`src/rtl/inst_fetch_sequencer.sv`:
```
// -----------------------------------------------------------------------------
// inst_fetch_sequencer
//
// Front-end PC sequencer and instruction fetcher. Owns the fetch program
// counter, fetches one instruction word per request from instruction memory
// over a req/ack interface, and presents it to decode together with its PC and
// the branch-offset fields over a valid/ready handshake. A single-cycle
// branch_taken pulse redirects fetch to branch_addr from any state.
//
// Ports
//   clk, rst           clock / asynchronous active-high reset
//   imem_req/addr      fetch request and address (request only in REQ state)
//   imem_ack/data      fetch completion and returned instruction word
//   inst_valid/ready   decode handshake
//   inst, pc           registered instruction word and its address
//   inst_1, inst_2     short / long branch offset fields of inst
//   jump               inst MSB, long-branch select for the branch adder
//   branch_taken/addr  redirect pulse and target
// -----------------------------------------------------------------------------
module inst_fetch_sequencer #(
  parameter int unsigned                   INST_ADDR_WIDTH = 16,
  parameter int unsigned                   INST_WIDTH      = 16,
  parameter int unsigned                   INST_1_WIDTH    = 8,
  parameter int unsigned                   INST_2_WIDTH    = 12,
  parameter logic [INST_ADDR_WIDTH-1:0]    RESET_PC        = '0
) (
  input  logic                       clk,
  input  logic                       rst,
  output logic                       imem_req,
  output logic [INST_ADDR_WIDTH-1:0] imem_addr,
  input  logic                       imem_ack,
  input  logic [INST_WIDTH-1:0]      imem_data,
  output logic                       inst_valid,
  input  logic                       inst_ready,
  output logic [INST_WIDTH-1:0]      inst,
  output logic [INST_1_WIDTH-1:0]    inst_1,
  output logic [INST_2_WIDTH-1:0]    inst_2,
  output logic                       jump,
  output logic [INST_ADDR_WIDTH-1:0] pc,
  input  logic                       branch_taken,
  input  logic [INST_ADDR_WIDTH-1:0] branch_addr
);

  typedef enum logic [1:0] {
    S_IDLE = 2'd0,
    S_REQ  = 2'd1,
    S_HOLD = 2'd2
  } state_t;

  state_t                       state_q, state_d;
  logic [INST_ADDR_WIDTH-1:0]   fetch_pc_q, fetch_pc_d;
  logic [INST_ADDR_WIDTH-1:0]   pc_q, pc_d;
  logic [INST_WIDTH-1:0]        inst_q, inst_d;

  // State and datapath registers
  always_ff @(posedge clk or posedge rst) begin
    if (rst) begin
      state_q    <= S_IDLE;
      fetch_pc_q <= RESET_PC;
      pc_q       <= RESET_PC;
      inst_q     <= '0;
    end else begin
      state_q    <= state_d;
      fetch_pc_q <= fetch_pc_d;
      pc_q       <= pc_d;
      inst_q     <= inst_d;
    end
  end

  // Next-state logic. A redirect overrides everything: ack data arriving in
  // the same cycle is dropped, and a same-cycle decode accept does not bump
  // fetch_pc because the target replaces it.
  always_comb begin
    state_d    = state_q;
    fetch_pc_d = fetch_pc_q;
    pc_d       = pc_q;
    inst_d     = inst_q;
    if (branch_taken) begin
      state_d    = S_REQ;
      fetch_pc_d = branch_addr;
    end else begin
      case (state_q)
        S_IDLE: state_d = S_REQ;
        S_REQ: begin
          if (imem_ack) begin
            inst_d  = imem_data;
            pc_d    = fetch_pc_q;
            state_d = S_HOLD;
          end
        end
        S_HOLD: begin
          if (inst_ready) begin
            // Wraps modulo 2^INST_ADDR_WIDTH.
            fetch_pc_d = fetch_pc_q + 1'b1;
            state_d    = S_REQ;
          end
        end
        default: state_d = S_IDLE;
      endcase
    end
  end

  // Moore outputs: handshake strobes depend on state only.
  always_comb begin
    imem_req   = (state_q == S_REQ);
    inst_valid = (state_q == S_HOLD);
  end

  assign imem_addr = fetch_pc_q;
  assign pc        = pc_q;
  assign inst      = inst_q;
  assign inst_1    = inst_q[INST_1_WIDTH-1:0];
  assign inst_2    = inst_q[INST_2_WIDTH-1:0];
  assign jump      = inst_q[INST_WIDTH-1];

endmodule
```
`config.mk`:
```
export PLATFORM = sky130hd
export DESIGN_NAME = inst_fetch_sequencer
export DESIGN_NICKNAME = d
export VERILOG_FILES = /design/src/rtl/inst_fetch_sequencer.sv
export SDC_FILE = /design/constraint.sdc
export NUM_CORES = 1
export LEC_CHECK = 0
export ABC_AREA = 1
export ABC_CLOCK_PERIOD_IN_PS = 1650
export CORE_ASPECT_RATIO = 0.5
export CORE_MARGIN = 2
export CORE_UTILIZATION = 35
export CTS_CLUSTER_DIAMETER = 100
export DETAILED_ROUTE_END_ITERATION = 8
export PLACE_DENSITY = 0.76
export SYNTH_ARGS = -nofsm -noshare
export SYNTH_HDL_FRONTEND = slang
export SYNTH_SLANG_ARGS = --single-unit
```
`constraint.sdc`:
```
create_clock -name clk -period 1.65 [get_ports clk]
set_clock_uncertainty 0.2 [all_clocks]
set_input_delay 0.4125 -clock clk [delete_from_list [all_inputs] [get_ports clk]]
set_output_delay 0.4125 -clock clk [all_outputs]
set_load 0.01 [all_outputs]
```
# ---- Yosys cells after proc, flatten, opt, wreduce, memory -nomap -nowiden
# Cells that the tools add are included.
dict set report totals {
  register_bits 50
  in_bits 37
  word_cells 23
  out_inout_bits 71
}
dict set report classes {
  n_eq_ne 4
  bitwise 1
  n_addsub 1
  reduce_logical 6
  n_mux 7
}
# operator n
set ops {}
lappend ops {{two-way mux 16 bit} 3}
lappend ops {{adder 16 x 1 -> 16 bit (second input constant)} 1}
lappend ops {{two-way mux 2 bit} 3}
lappend ops {{!= test 3 x 1 -> 1 bit (second input constant)} 2}
lappend ops {{one-hot mux 2 bit (3 select lines)} 1}
lappend ops {{AND reduction 2 bit} 2}
lappend ops {{nonzero test 2 bit} 2}
lappend ops {{AND reduction 3 bit} 1}
lappend ops {{== test 2 x 1 -> 1 bit (second input constant)} 1}
lappend ops {{== test 2 bit (second input constant)} 1}
lappend ops {{logical NOT 2 bit} 1}
lappend ops {{NOT 1 bit} 1}

# ---- Longest topological paths before layout
# Gate-level depths: netlist (run 1).
dict set report depth {
  depth_word 4
  mapped_depth 9
  ltp_nobuf 9
}

# ---- Worst setup path after synthesis (run 1)
# No wires, ideal clock.
dict set report synth_timing {
  kind {reg2reg}
  startpoint {register fetch_pc_q[1], in the netlist imem_addr[1]}
  endpoint {register fetch_pc_q[6], in the netlist imem_addr[6]}
  stages_incl_launch_ff 9
  path_buffers 0
  t_required_ns 1.337
  setup_time_ns 0.113
  path_slack_ns 0.018
  t_arrival_ns 1.319
  period_less_slack_ns 1.632
  cell_sequence {dfrtp_1 -> ha_1 -> nand3_1 -> nor2_1 -> inv_1 -> o21ai_0 -> nand2_1 -> nand2_1 -> inv_1}
}
dict set report synth_between {
  elab_chain_cells 4
}
# item line
set synth_rtl {}
lappend synth_rtl {{from (decl)} 51} ;# logic [INST_ADDR_WIDTH-1:0] fetch_pc_q, fetch_pc_d;
lappend synth_rtl {{from (signal assigned)} 64} ;# fetch_pc_q <= fetch_pc_d;
lappend synth_rtl {{adder 16 x 1 -> 16 bit} 94} ;# fetch_pc_d = fetch_pc_q + 1'b1;
lappend synth_rtl {{two-way mux 16 bit} 92} ;# if (inst_ready) begin
lappend synth_rtl {{two-way mux 16 bit} 82} ;# case (state_q)
lappend synth_rtl {{two-way mux 16 bit} 78} ;# if (branch_taken) begin
# Every way passes these cells. The select of a mux whose other input is x is not followed.
# A chain may end at the register's enable or synchronous reset.

# ---- Worst setup path in the final report (run 1)
dict set report layout_timing {
  startpoint {register state_q[1]}
  endpoint {output port imem_req}
}
dict set report layout_between {
  elab_chain_cells 1
}
# item line
set layout_rtl {}
lappend layout_rtl {{from (decl)} 50} ;# state_t state_q, state_d;
lappend layout_rtl {{from (signal assigned)} 63} ;# state_q <= state_d;
lappend layout_rtl {{== test 2 x 1 -> 1 bit} 105} ;# imem_req = (state_q == S_REQ);
lappend layout_rtl {{to (decl)} 29} ;# output logic imem_req,
# Every way passes these cells.

==> results of run 1 <==
through the flow:
stage	total power (uW)	util [%]	setup slack, ns	std cells	hold slack [ns]
2_1_floorplan	2520	-	0.0176	301	0.255
4_1_cts	4270	55.9	-0.0111	521	0.219
3_3_place_gp	3430	53.7	-0.249	506	0.267
6_report	4310	57.5	-0.0229	523	0.217
5_1_grt	4540	57.5	-0.0647	523	0.220
3_5_place_dp	3460	53.7	-0.279	506	0.272
path summary, 6_finish.rpt:
check,end,cells past startpoint
min reg2reg,pc[14]$_DFFE_PP0P_,2
max reg2reg,imem_addr[10]$_DFFE_PP0P_,10
min in group clk,pc[14]$_DFFE_PP0P_,2
min,inst[1]$_DFFE_PP0P_,2
max,imem_req,3
max in group asynchronous,imem_addr[3]$_DFFE_PP0P_,3
state kept, by name, summed over array words and instances, names as in the netlist:
name,count
imem_addr,16
inst,16
pc,16
state_q,2
cells in the final DEF, fill, tap and decap left out, drive strengths merged:
cell type,n
nand2,71
dlygate4sd2,65
dfrtp,50
buf,44
clkdlybuf4s50,36
inv,32
nor2,32
o21ai,29
mux2,18
nand3,17
clkbuf,7
a21oi,6
o211ai,4
clkdlybuf4s15,4
nand4,3
a31oi,2
o22ai,2
clkinvlp,1
a211oi,1
nor4,1
ha,1
clkinv,1
synthesized netlist by cell type (all sizes together):
library cell  number  area (um^2)
o211ai             4         30.0
nand3             17         90.1
a21oi              6         30.0
o21ai             29          145
a31oi              2         12.5
inv               33          126
dfrtp             50         1250
nand4              3         18.8
nor2              32          133
clkbuf             6         22.5
buf               25          203
nor4               1         6.26
a211oi             1         7.51
ha                 1         12.5
mux2              18          244
o22ai              2         12.5
nand2             71          282
what timing repair did:
item                                   in CTS  in global routing
pin swaps                                   3                 10
gates resized for setup                    89                 35
endpoints found under the hold margin       0                  0
setup endpoints to repair                  74                 24
setup buffers                               7                  2
power groups by stage:
stage | Combinational (uW) | Clock [uW] | Sequential [uW]
floorplan | 720 | 0 | 1800
global placement | 1740 | 0 | 1690
detailed placement | 1760 | 0 | 1700
CTS | 1550 | 1060 | 1660
global route | 1730 | 1120 | 1700
finish | 1610 | 1040 | 1660
metal layers:
| layer | track usage, % | part of all wire (%) |
|---|---|---|
| met4 | 4.81 | 1.1 |
| met5 | 0 | 0 |
| met3 | 3.58 | 5.2 |
| met1 | 23.9 | 43 |
| met2 | 32.4 | 51 |
kinds of logic after synthesis:
| logic type | Yosys count |
|---|---|
| buffers and inverters | 64 |
| AO/OA/AOI/OAI | 44 |
| flip-flops | 50 |
| adder cells (fa/ha/maj) | 1 |
| AND/OR/NAND/NOR | 124 |
| multiplexers | 18 |
cell type report:
type                       instances  area, um^2
clock buffer                       7         143
clock inverter                     1        5.00
fill                             640        3100
inverter                          33         135
multi-input combinational        187        1130
sequential                        50        1250
tap                               96         120
timing repair buffer             149        1410
==> results.md, run 1 <==
- Status: complete, but fails checks
- Failing checks: setup timing
- Maximum VDD drop: 0.500 mV
- Slowest CP cell: dfrtp_1
- Die Y: roughly 65 um
- Syn avg cell area: between 8 and 9 um^2
- WL/cell: between 10 and 15 um
- Worst-path fanout max: 3
- Maximum capacitance violations: 0
- Bufs on Longest Clock Path: 2
- Final slew viol count: 0
- First-pass GRT wire length: 12100 um
- Gr usage total: a little under a fifth
- Setup WS post-layout: -0.0229 ns
- CTS root buf: clkbuf_16
- Drt pass-1 iters: 4
- Pin count of the biggest net entering global routing: 25
- Worst Path Buf+Inv: 2
- CP most frequent cell: buf_6
- Compound-Gate Fraction of Synth Area: 9.05%
- Starting Density: 36.0%
- Adder-cell area share of the yosys netlist: 0.476%
- Critical Path Max Stage Delay: 0.41 ns
- Initial antenna violation count: 0
- Area grow syn2layout: 59.7%
- Fin crit period: 1.67 ns
- DRC Markers: 0
- Max Fclk: 598 MHz
- LEAKAGE: between 0.002 and 0.0025 uW
- Layout cells sized above 1: 23.4%
- Final Cycle Share: 101%
- Sw Pwr: approximately 1400 uW
- # clock sinks: 50
- Design area: 4190 um^2
- Internal: 2920 uW
- CTS hold repair buffers: 0
- Clock share of power: between 20% and 30%
- #FFs+latches synth: 50
- Pwr dens: ~1000 nW/um^2
- Placed inst area: 3920 um^2
- Count of input and output buffers: 107
- Die area: 8250 um^2
- Xor-xnor portion of the synthesized cell area: 0%
- GP Congestion: around 0.88
- Fin. Hold Viols: 0
- Reg clk slew, reported paths: 0.07 ns
- Initial drt markers: approximately 210
- Core footprint: 7290 um^2
- Worst hold path class: in2async
- CTS buffer count: 5
- Ant. Diodes: 0
- Sw Ratio: 32.2%
- Reg2Reg Launch Point: imem_addr[0]$_DFFE_PP0P_
- Mapped cell area: 2630 um^2
- Worst slew margin: 77.9%
- Comb pwr share: 37.2%
- Routed WL: 7570 um
- Via count: ~2500
- Final Net Count: 464
- Yosys warns: 0
- Post-Synthesis Cells: 301
- CP Data Required Time: 1.04 ns
- Simple-Gate Fraction of Synth Area: 20.2%
- Reg-to-reg slack, setup: -0.01 ns
- H-tree levels: 2
- CP endpoint kind: output pin
- Multiplexer share of the synthesized area: 9.29%
- Synthesized netlist net count: 339
- Die X-Extent: between 100 and 150 um
- CP Launch Point: state_q[1]$_DFFE_PP0P_
- WP data arrival: 1.06 ns
- Ports: 108
- Sequential fraction of design power: 38.6%
- Crit Path Class: reg2out
- Post-synthesis sequential area ratio: 47.6%
- Synth unique cells: 26
- Grt ovf: 0
- Vias in the first global route: 2415
- Setup TNS: -0.0553 ns
- Main combinational cell family by area after synthesis: simple AND/OR/NAND/NOR gates
- FP Rows: 22
- Clk Latency, worst-skew pair: 0.29 ns
- Crit start category: flip-flop
- Routed vias/inst: approximately 4.8
- CP cell instances: buf_6 -> nor2_4 -> buf_6
- HPWL Detailed: 5550 um
- RSZ-0062 raised after global routing: true
- CTS tree: done
- Antenna Nets Post-Route: 0
- Top Family by Delay on Critical Path: flip-flops
- Setup-failing EPs final: 3
- Worst-margin pin slew: 0.330 ns
Power figures use the tool's default switching activity.
==> inputs of run 2 (changes only) <==
--- a/config.mk
+++ b/config.mk
@@ -6,9 +6,9 @@
 export NUM_CORES = 1
 export LEC_CHECK = 0
 export ABC_AREA = 1
-export ABC_CLOCK_PERIOD_IN_PS = 1650
+export ABC_CLOCK_PERIOD_IN_PS = 1500
 export CORE_ASPECT_RATIO = 0.5
-export CORE_MARGIN = 2
+export CORE_MARGIN = 8
 export CORE_UTILIZATION = 35
 export CTS_CLUSTER_DIAMETER = 100
 export DETAILED_ROUTE_END_ITERATION = 8
==> constraint.sdc (replaced) <==
create_clock -name clk -period 1.5 [get_ports clk]
set_clock_uncertainty 0.2 [all_clocks]
set_input_delay 0.375 -clock clk [delete_from_list [all_inputs] [get_ports clk]]
set_output_delay 0.375 -clock clk [all_outputs]
set_load 0.01 [all_outputs]
==> run 2 against run 1 <==
Compared with the run above: largest cell class unchanged; register-to-register slack lost 0.12 ns; non-clock buffer count grew 19; sequential power grew 11%; the flow still finishes with violations (setup timing); routed wire length grew 10%; critical path depth grew 1; total power grew 11%; sequential share of layout area grew 0.73 points; critical endpoint is now inst_valid; utilization shrank 1.3 points; die area grew 30%.
==> results.md, run 2 (same netlist as run 1, synthesis figures left out) <==
- Status: complete, but fails checks (unchanged)
- Failing checks: setup timing (unchanged)
- Worst hold path class: in2async (unchanged)
- Number of instances in the placed design: 513 (was 506)
- FP Rows: 22 (unchanged)
- Final Cycle Share: 109%
- Count of input and output buffers: 107 (unchanged)
- Setup-failing EPs final: 50 (was 3)
- Final Net Count: 483 (was 464)
- DRC Markers: 0 (unchanged)
- Worst-path fanout max: 2 (was 3)
- Gr usage total: 14.3% (was 18.5%)
- Starting Density: 36.0% (unchanged)
- Die area: 10700 um^2 (was 8250 um^2)
- CTS hold repair buffers: 0 (unchanged)
- Crit Path Class: reg2out (unchanged)
- # clock sinks: 50 (unchanged)
- LEAKAGE: 0.00207 uW (was 0.00208 uW)
- CTS root buf: clkbuf_16 (unchanged)
- WL met3: 552 um (was 393 um)
- Drt pass-1 iters: 4 (unchanged)
- Worst Path Buf+Inv: 3 (was 2)
- H-tree levels: 2 (unchanged)
- Most frequent cells in the layout: nand2_1, buf_4, dfrtp_1 (was nand2_1, dlygate4sd2_1, dfrtp_1)
- HPWL Detailed: 5890 um (was 5550 um)
- Initial drt markers: 157 (was 207)
- Placed inst area: 3940 um^2 (was 3920 um^2)
- Via count: 2550 (was 2492)
- Maximum VDD drop: 0.506 mV (was 0.500 mV)
- First-pass GRT wire length: 12700 um (was 12100 um)
- Design area: 4100 um^2 (was 4190 um^2)
- Met2 WL: 4280 um (was 3830 um)
- Worst slew margin: 82.7% (was 77.9%)
- Ports: 108 (unchanged)
- Reg clk slew, reported paths: 0.06 ns (was 0.07 ns)
- Die X-Extent: 139 um (was 127 um)
- CTS buffer count: 5 (unchanged)
- CP cell instances: buf_4 -> inv_2 -> nor2_2 -> buf_2 (was buf_6 -> nor2_4 -> buf_6)
- WL/cell: 15.4 um (was 14.5 um)
- Top Family by Delay on Critical Path: flip-flops (unchanged)
- CP Data Required Time: 0.92 ns (was 1.04 ns)
- Top sig layer: met4 (unchanged)
- Antenna Nets Post-Route: 0 (unchanged)
- Die Y: 77.3 um (was 65.3 um)
- Fin. Hold Viols: 0 (unchanged)
- Vias in the first global route: 2423 (was 2415)
- Most common cell after layout, fill and taps aside: nand2_1
- Non-Filler Instances: 541 (was 523)
- RSZ-0062 raised after global routing: true (unchanged)
- Hold slack final: 0.266 ns (was 0.217 ns)
- WP data arrival: 1.07 ns (was 1.06 ns)
- Area grow syn2layout: 56.2% (was 59.7%)
- GP Congestion: 0.875 (was 0.883)
- Final slew viol count: 0 (unchanged)
- Initial antenna violation count: 0 (unchanged)
- Worst-margin pin slew: 0.259 ns (was 0.330 ns)
- Clk Latency, worst-skew pair: 0.28 ns (was 0.29 ns)
- CTS tree: done (unchanged)
- Pwr dens: 1160 nW/um^2 (was 1030 nW/um^2)
- Grt ovf: 0 (unchanged)
- Setup WS post-layout: -0.141 ns (was -0.0229 ns)
- Slowest CP cell: dfrtp_1 (unchanged)
- Critical Path Max Stage Delay: 0.38 ns (was 0.41 ns)
- Bufs on Longest Clock Path: 2 (unchanged)
- Routed vias/inst: 4.71 (was 4.76)
- Core footprint: 7290 um^2 (unchanged)
- Maximum capacitance violations: 0 (unchanged)
- Pin count of the biggest net entering global routing: 41 (was 25)
- CP endpoint kind: output pin (unchanged)
- Ant. Diodes: 0 (unchanged)
- Layout cells sized above 1: 42.0% (was 23.4%)
- Fin crit period: around 1.6 ns
- Max Fclk: 609 MHz
- Met1 WL: 3350 um (was 3260 um)
- Crit start category: flip-flop (unchanged)
- Routed WL: 8330 um (was 7570 um)
## run 2: metal layers
layer  vias to the layer above  global-route usage [%]
met5                         -                       0
met2                        92                    25.9
met4                         0                    4.20
met3                        15                    3.07
met1                      1210                    16.7
li1                       1233                       -
## run 2: path summary, 6_finish.rpt
| path | from | to | slack, ns | depth (start not counted) |
|---|---|---|---|---|
| worst max-delay path | state_q[1]$_DFFE_PP0P_ | inst_valid | -0.14 | 4 |
| worst min-delay path | rst | inst[10]$_DFFE_PP0P_ | 0.27 | 3 |
| worst max register to register | state_q[1]$_DFFE_PP0P_ | pc[8]$_DFFE_PP0P_ | -0.13 | 8 |
| worst min register to register | pc[0]$_DFFE_PP0P_ | pc[0]$_DFFE_PP0P_ | 0.28 | 2 |
| max in group asynchronous | rst | imem_addr[1]$_DFFE_PP0P_ | 0.60 | 3 |
| min in group clk | pc[0]$_DFFE_PP0P_ | pc[0]$_DFFE_PP0P_ | 0.28 | 2 |
## run 2: worst min-delay path, stage by stage
cell	delay [ns]
clkdlybuf4s50_1	0.44
clkinvlp_4	0.10
buf_4	0.18
## run 2: final cells by class
cell class / instances / area [um^2]
fillers: 631 / 3190
repair buffers: 168 / 1300
flip-flops and latches: 50 / 1250
multi-input cells: 187 / 1160
inverters: 33 / 135
clock buffers: 7 / 133
well taps: 96 / 120
## run 2: per-stage QoR
step,utilization [%],setup WS [ns],total power [uW],setup TNS (ns)
final,56.2,-0.141,4780,-3.47
after global routing,56.2,-0.190,5030,-6.47
after CTS,56.5,-0.125,4860,-3.42
after detailed placement,54.0,-0.398,3850,-18.08
after global placement,54.0,-0.376,3820,-16.85
after floorplan,-,-0.0415,2790,-0.463
## run 2: timing repair
| action | in CTS | in global routing |
|---|---|---|
| endpoints found under the setup margin | 118 | 89 |
| gates cloned | 0 | 0 |
| gates resized for setup | 232 | 74 |
| buffers inserted | 16 | 8 |
| pin swaps | 0 | 8 |
## run 2: report_power, final
group	internal, uW	total (uW)	switching (uW)
registers	1630	1840	207
logic	951	1860	906
clock network	612	1080	472
total	3190	4780	1580
